## config.mk

```make
export PLATFORM = sky130hd
export DESIGN_NAME = uart_cmd_parser
export DESIGN_NICKNAME = d
export VERILOG_FILES = /design/src/rtl/uart_cmd_pkg.sv /design/src/rtl/uart_cmd_timeout.sv /design/src/rtl/uart_cmd_parser.sv
export SDC_FILE = /design/constraint.sdc
export NUM_CORES = 1
export LEC_CHECK = 0
export BUFFER_PORTS_ARGS = -buffer_cell sky130_fd_sc_hd__buf_2
export CORE_MARGIN = 1
export CORE_UTILIZATION = 58
export DETAILED_ROUTE_END_ITERATION = 12
export PLACE_DENSITY_LB_ADDON = 0.15
export RECOVER_POWER = 50
export SLEW_MARGIN = 10
export SYNTH_ARGS = -nofsm -noshare
export SYNTH_HDL_FRONTEND = slang
export SYNTH_SLANG_ARGS = --single-unit
```

## constraint.sdc

```tcl
create_clock -name RST_clk -period 3.8 [get_ports RST_clk]
set_input_delay 0.19 -clock RST_clk [delete_from_list [all_inputs] [get_ports RST_clk]]
set_output_delay 0.19 -clock RST_clk [all_outputs]
set_load 0.01 [all_outputs]
```

## src/rtl/uart_cmd_pkg.sv

```systemverilog
// Shared types and constants for the UART command frame parser.
// The CHK state exists only when UART_CMD_CHKSUM_EN is defined.
package uart_cmd_pkg;

  localparam logic [7:0] HEADER      = 8'hAA;
  localparam logic [1:0] ERR_NONE    = 2'b00;
  localparam logic [1:0] ERR_CHKSUM  = 2'b01;
  localparam logic [1:0] ERR_TIMEOUT = 2'b10;

`ifdef UART_CMD_CHKSUM_EN
  typedef enum logic [2:0] {IDLE, ADDR, DHI, DLO, CHK} state_t;
`else
  typedef enum logic [1:0] {IDLE, ADDR, DHI, DLO} state_t;
`endif

endpackage

```

## src/rtl/uart_cmd_timeout.sv

```systemverilog
// Inter-byte timeout counter: cleared by an accepted byte, counts while a frame is open,
// and flags expiry when it has sat at TIMEOUT_CYC-1.
module uart_cmd_timeout #(
  parameter int TIMEOUT_CYC = 100000
) (
  input  logic clk,
  input  logic rst,
  input  logic clear,
  input  logic run,
  output logic expired
);

  localparam int W = (TIMEOUT_CYC > 1) ? $clog2(TIMEOUT_CYC) : 1;
  localparam logic [W-1:0] LAST = W'(TIMEOUT_CYC - 1);

  logic [W-1:0] count;

  // Saturate at LAST so a stalled counter can never wrap back to zero.
  always_ff @(posedge clk or posedge rst) begin
    if (rst) begin
      count <= '0;
    end else if (clear || !run) begin
      count <= '0;
    end else if (count != LAST) begin
      count <= count + 1'b1;
    end
  end

  assign expired = run && (count == LAST);

endmodule

```

## src/rtl/uart_cmd_parser.sv

```systemverilog
// Parses AA/addr/data_hi/data_lo[/chk] byte frames into register write commands.
// Define UART_CMD_CHKSUM_EN to add the trailing XOR checksum byte and its check.
module uart_cmd_parser
  import uart_cmd_pkg::*;
#(
  parameter int TIMEOUT_CYC = 100000
) (
  input  logic        RST_clk,
  input  logic        RST_n,
  input  logic [7:0]  rx_data,
  input  logic        rx_valid,
  output logic [7:0]  cmd_addr,
  output logic [15:0] cmd_data,
  output logic        cmd_valid,
  output logic        cmd_err,
  output logic [1:0]  err_code,
  output logic        busy
);

  state_t      state, state_next;
  logic [7:0]  frame_addr, frame_addr_next;
  logic [7:0]  frame_dhi, frame_dhi_next;
`ifdef UART_CMD_CHKSUM_EN
  logic [7:0]  frame_dlo, frame_dlo_next;
`endif
  logic [7:0]  cmd_addr_next;
  logic [15:0] cmd_data_next;
  logic        cmd_valid_next;
  logic        cmd_err_next;
  logic [1:0]  err_code_next;
  logic        expired;

  uart_cmd_timeout #(.TIMEOUT_CYC(TIMEOUT_CYC)) u_timeout (
    .clk     (RST_clk),
    .rst     (RST_n),
    .clear   (rx_valid),
    .run     (state != IDLE),
    .expired (expired)
  );

  always_ff @(posedge RST_clk or posedge RST_n) begin
    if (RST_n) begin
      state      <= IDLE;
      frame_addr <= '0;
      frame_dhi  <= '0;
`ifdef UART_CMD_CHKSUM_EN
      frame_dlo  <= '0;
`endif
      cmd_addr   <= '0;
      cmd_data   <= '0;
      cmd_valid  <= 1'b0;
      cmd_err    <= 1'b0;
      err_code   <= ERR_NONE;
    end else begin
      state      <= state_next;
      frame_addr <= frame_addr_next;
      frame_dhi  <= frame_dhi_next;
`ifdef UART_CMD_CHKSUM_EN
      frame_dlo  <= frame_dlo_next;
`endif
      cmd_addr   <= cmd_addr_next;
      cmd_data   <= cmd_data_next;
      cmd_valid  <= cmd_valid_next;
      cmd_err    <= cmd_err_next;
      err_code   <= err_code_next;
    end
  end

  always_comb begin
    state_next      = state;
    frame_addr_next = frame_addr;
    frame_dhi_next  = frame_dhi;
`ifdef UART_CMD_CHKSUM_EN
    frame_dlo_next  = frame_dlo;
`endif
    cmd_addr_next   = cmd_addr;
    cmd_data_next   = cmd_data;
    cmd_valid_next  = 1'b0;
    cmd_err_next    = 1'b0;
    err_code_next   = err_code;

    case (state)
      IDLE: if (rx_valid && rx_data == HEADER) state_next = ADDR;
      ADDR: if (rx_valid) begin
        frame_addr_next = rx_data;
        state_next      = DHI;
      end
      DHI: if (rx_valid) begin
        frame_dhi_next = rx_data;
        state_next     = DLO;
      end
`ifdef UART_CMD_CHKSUM_EN
      DLO: if (rx_valid) begin
        frame_dlo_next = rx_data;
        state_next     = CHK;
      end
      CHK: if (rx_valid) begin
        state_next = IDLE;
        if (rx_data == (frame_addr ^ frame_dhi ^ frame_dlo)) begin
          cmd_addr_next  = frame_addr;
          cmd_data_next  = {frame_dhi, frame_dlo};
          cmd_valid_next = 1'b1;
        end else begin
          cmd_err_next  = 1'b1;
          err_code_next = ERR_CHKSUM;
        end
      end
`else
      DLO: if (rx_valid) begin
        cmd_addr_next  = frame_addr;
        cmd_data_next  = {frame_dhi, rx_data};
        cmd_valid_next = 1'b1;
        state_next     = IDLE;
      end
`endif
      default: state_next = IDLE;
    endcase

    // A byte arriving on the expiry cycle takes priority over the timeout.
    if (expired && !rx_valid) begin
      state_next    = IDLE;
      cmd_err_next  = 1'b1;
      err_code_next = ERR_TIMEOUT;
    end
  end

  assign busy = (state != IDLE);

endmodule

```

Yosys cells after proc, flatten, opt, wreduce, memory -nomap -nowiden --
Index checks and enable logic that the tools add are counted.
Word-level totals: bits of input ports 11, word-level logic and storage cells 44, register bits after elaboration 62, output and inout port bits 29
Operators by class: add/subtract/negate cells 1, multiplexer cells 11, equal/unequal tests 10, reductions and logical operators 13
Operator list (count):
- $mux 17 | 2
- $add 17x1->17 const B | 1
- $eq 17x17->1 const B | 1
- $ne 17x17->1 const B | 1
- $ne 3x3->1 const B | 4
- $mux 2 | 5
- $eq 8x8->1 const B | 1
- $pmux 2 s4 | 1
- $reduce_and 2->1 | 3
- $eq 2x2->1 const B | 2
- $reduce_and 4->1 | 1
- $reduce_bool 2->1 | 2
- $logic_and 1x1->1 | 3
- $mux 1 | 3
- $eq 2x1->1 const B | 1
- $logic_not 1->1 | 2
- $logic_not 2->1 | 1
- $logic_or 1x1->1 | 1

Longest topological paths before layout --
depth after elaboration 5, mapped depth 6, mapped depth without buffers 5

Modules after synthesis --
Synthesis repeated with hierarchy kept, for this count alone.
Second synthesis, totals: cell total of the unflattened synthesis 216, area total of the unflattened synthesis 2840.2 µm²
Modules (own cells, without submodules):
- uart_cmd_parser | area each 1903.1 µm², seq. area each 1126.1 µm², times used 1, cells each 119
- uart_cmd_timeout | area each 937.1 µm², seq. area each 425.4 µm², times used 1, cells each 97

Least setup slack after synthesis --
Ideal clock, no wire load.
kind register to register, from reg u_timeout.count[1], to reg state[0], data required time 3.675 ns, library setup time 0.125 ns, arrival 1.745 ns, buffers on the path 1, slack 1.930 ns, period minus slack after synthesis 1.870 ns, cell stages (with the launch flop) 7, cells stage by stage dfrtp_1 > ha_1 > clkbuf_1 > nand3_1 > nor2_8 > o32ai_2 > mux2_4
On the way: longest elaborated chain between the ends 5, elaborated cells on any way between the ends 9, those cells by class eq/ne: 5; mux: 1; reduce/logical: 3
Ends and longest elaborated chain:
- from (decl) | line uart_cmd_timeout.sv:16 | logic [W-1:0] count;
- from (signal assigned) | line uart_cmd_timeout.sv:25 | count <= count + 1'b1;
- $eq 17x17->1 * | line uart_cmd_timeout.sv:29 | assign expired = run && (count == LAST);
- $logic_and 1x1->1 * | line uart_cmd_timeout.sv:29
- $logic_and 1x1->1 * | line uart_cmd_parser.sv:120 | if (expired && !rx_valid) begin
- $ne 3x3->1 (no line)
- $reduce_and 4->1 (no line)
- to (signal assigned) | line uart_cmd_parser.sv:55 | state <= state_next;
- to (decl) | line uart_cmd_parser.sv:20 | state_t state, state_next;
Every way passes the cells marked *; elsewhere a longest branch is shown, timed or not. A chain may end at the register's enable or synchronous reset.

Worst setup path after layout --
from reg u_timeout.count[0], to reg state[0]
Same word-level chain as after synthesis.

==> impl_metrics.csv <==
group,metric,value,unit
cells_and_area,nNetsFinal,265,
timing,hold_violations,0,
timing,fin_skew,0.00419,ns
timing,rsz0062_at_grt,"no",
grt,grt_max_degree,63,
floorplanning,initial_core_util,0.615,
placement,port_buffers,38,
logic_synthesis,synth_top_area_frac,0.568,
timing,worst_slack,1.73,ns
critical_path,cp_top_family,"flip-flops",
timing,fmax,482,MHz
logic_synthesis,yosys.cell_types.count,37,
logic_synthesis,synth_most_common_cell,"dfrtp_1",
placement,place_ws,1.73,ns
clocking,numCtsBuffers,9,
timing,period_minus_slack,2.07,ns
power_and_ir_drop,powerDensity,724,mW/mm^2
clocking,cts_buffer_depth,2,
clocking,cts.sink_count,62,
logic_synthesis,synth_mux_area_frac,0.178,
logic_synthesis,synthAdderAreaFrac,0.0275,
logic_synthesis,ys_seq_elements,62,
clocking,insertion_delay,0.33,ns
logic_synthesis,synth_edf_count,0,
clocking,clockRootBuffer,"clkbuf_8",
timing,finalSetupViolCount,0,
clocking,htreeDepth,3,
worst_hold_path,hold_path_class,"in -> async",
placement,dp_hpwl,3140,microns
grt,grt_usage,0.211,
logic_synthesis,avgSynthCellArea,13.3,sq um
cells_and_area,seqCellArea,0.00155,sq mm
logic_synthesis,synth_area_leaders,"dfrtp_1 (57%), mux2_2 (16%), xor2_1 (2.9%), ha_1 (2.7%), nor2_1 (2.2%)",
grt,antenna_found_initial,0,
cells_and_area,final_area,0.00313,sq mm
cells_and_area,drive_gt1_frac,0.356,
timing,maxSlewViolCount,0,
power_and_ir_drop,total_leakage_power,1.44,nW
clocking,hold_buffers,0,
critical_path,critPathBufInv,0,
critical_path,critPathSlowestCell,"dfrtp_1",
critical_path,worstReg2RegStart,"u_timeout.count[0]",
routing,vias,1680,
routing,drt_wl_total,4660,microns
critical_path,crit_arrival,2.29,ns
critical_path,worst-setup-path-type,"reg -> reg",
flow_run,drv_cap,0,
routing,routedWlPerCell,15.3,microns
floorplanning,io_pins,40,
critical_path,end_kind,"flip-flop",
cells_and_area,diodes,0,
logic_synthesis,ys.warnings.count,0,
floorplanning,coreArea,0.00444,sq mm
logic_synthesis,synth_top_family_by_area,"multiplexers",
critical_path,worstPathRequired,4.02,ns
grt,grt_overflow,0,
logic_synthesis,synthXorXnorAreaFrac,0.0353,
critical_path,r2r_slack,1.73,ns
cells_and_area,multi_input_area,0.00111,sq mm
routing,first_iter_violations,81,
cells_and_area,n_fill_cell,340,
routing,detailedRoute.firstPassIterationCount,8,
logic_synthesis,synthArstFlopShare,1.00,
timing,worst_pin_slew,1.03,ns
logic_synthesis,synth_area,0.00273,sq mm
critical_path,ff2ff_path_depth,5,
run_status,violations,"DRC",
floorplanning,die_area,0.00499,sq mm
grt,grt_pass1_wl,7960,microns
clocking,cts_tree,"yes",
critical_path,reg2reg_to,"state[0]",
power_and_ir_drop,peakVddDrop,0.478,mV
logic_synthesis,yosysTopAreaCell,"dfrtp_1",
floorplanning,die_x,70.6,microns
critical_path,critPathMaxStageDelay,0.48,ns
logic_synthesis,synth_compound_area_frac,0.0289,
timing,max-slew-margin-rel,0.310,
routing,drc,5,
logic_synthesis,syn_inst,206,
placement,gp_congestion,0.769,
logic_synthesis,ys_top_cells_by_count,"dfrtp_1 (62), mux2_2 (40), nor2_1 (16), xor2_1 (9), inv_1 (8)",
routing,drtAntennaViolNets,0,
clocking,clk_pin_slew,0.06,ns
clocking,cts-resized-gates,0,
run_status,outcome,"finished with violations",
floorplanning,fp.dieH,70.6,microns
critical_path,start_kind,"flip-flop",
logic_synthesis,seq_area_frac_synth,0.568,
critical_path,cp_cell_sequence,"ha_1, nand3_1, nor2_8, o32ai_2, mux2_4",
placement,place_area,0.00296,sq mm
routing,avgViaCountPerCell,5.51,
floorplanning,std_cell_rows,24,
cells_and_area,area_growth,14.5,%
timing,hold-worst-slack,0.0704,ns
timing,tns,0,ns
logic_synthesis,synthSimpleGateAreaFrac,0.137,
clocking,cts_setup_buffers,0,
logic_synthesis,synth_nets,223,
critical_path,worstPathMaxFanout,8,
grt,grt_pass1_vias,1685,
logic_synthesis,synthFlopType,"dfrtp_1",
timing,period_share,0.545,
[tightest hold or removal path, stage by stage]
cell and delay [ns]:
buf_2 0.10, inv_1 0.04, buf_4 0.58
[metrics by stage]
stage / instances / util / power (mW)
final: 305 / 0.704 / 2.26
after detailed placement: 289 / 0.666 / 1.77
after CTS: 305 / 0.707 / 2.30
after floorplan: 206 / - / 1.53
after global placement: 289 / 0.666 / 1.74
after global routing: 305 / 0.704 / 2.41
[metal layers]
metal | vias up | track usage | part of all wire
met5 | - | 0 | 0
met3 | 13 | 0.0513 | 0.038
li1 | 808 | - | -
met4 | 0 | 0.120 | 0.027
met1 | 822 | 0.297 | 0.50
met2 | 37 | 0.303 | 0.43
[logic make-up after synthesis]
group                    Yosys count
buffers and inverters             16
adder cells (fa/ha/maj)            6
multiplexers                      43
flip-flops                        62
AO/OA/AOI/OAI                     12
other                              1
XOR/XNOR                          11
AND/OR/NAND/NOR                   55
[worst max-delay path by stage]
stage                                   from  endpoint  slack, ns  cells past startpoint
after CTS                 u_timeout.count[0]  state[0]       1.72                      5
after detailed placement  u_timeout.count[0]  state[0]       1.73                      5
after global routing      u_timeout.count[0]  state[0]       1.61                      5
final                     u_timeout.count[0]  state[0]       1.73                      5
after floorplan           u_timeout.count[1]  state[0]       1.93                      6
after global placement    u_timeout.count[0]  state[0]       1.74                      5
[power by group]
part           internal [mW]  switching (mW)  leakage (nW)
Combinational          0.369           0.335         0.573
Clock                  0.288           0.241        0.0954
Sequential             0.904           0.126         0.774
Total                   1.56           0.702          1.44
[layout by cell type, fill, tap and decap left out, types with 2 or more instances in the layout]
| cell | count |
|---|---|
| dfrtp_1 | 62 |
| mux2_2 | 40 |
| buf_2 | 24 |
| nor2_1 | 16 |
| clkbuf_1 | 15 |
| clkbuf_8 | 12 |
| xor2_1 | 9 |
| inv_1 | 8 |
| nand3_1 | 6 |
| nand4_1 | 6 |
| nand2_1 | 6 |
| ha_1 | 6 |
| nor3_1 | 4 |
| a21oi_1 | 4 |
| o21ai_0 | 3 |
| or2_2 | 2 |
| o31ai_1 | 2 |
| mux2i_1 | 2 |
| a31oi_1 | 2 |
| xnor2_1 | 2 |
| or3_1 | 2 |
| clkinv_2 | 2 |
[layout make-up]
| class | instances | area share |
|---|---|---|
| Clock inverter | 3 | 0.00560 |
| Multi-Input combinational cell | 128 | 0.356 |
| Inverter | 8 | 0.00960 |
| Sequential cell | 62 | 0.496 |
| Clock buffer | 13 | 0.0540 |
| Tap cell | 52 | 0.0208 |
| Timing Repair Buffer | 39 | 0.0576 |
[registers in the layout, summed over array words and instances, names as in the netlist]
register,flops
state,2
cmd_err,1
err_code,1
cmd_valid,1
frame_addr,8
cmd_data,16
cmd_addr,8
frame_dhi,8
u_timeout.count,17
(Power assumes the default switching activity.)
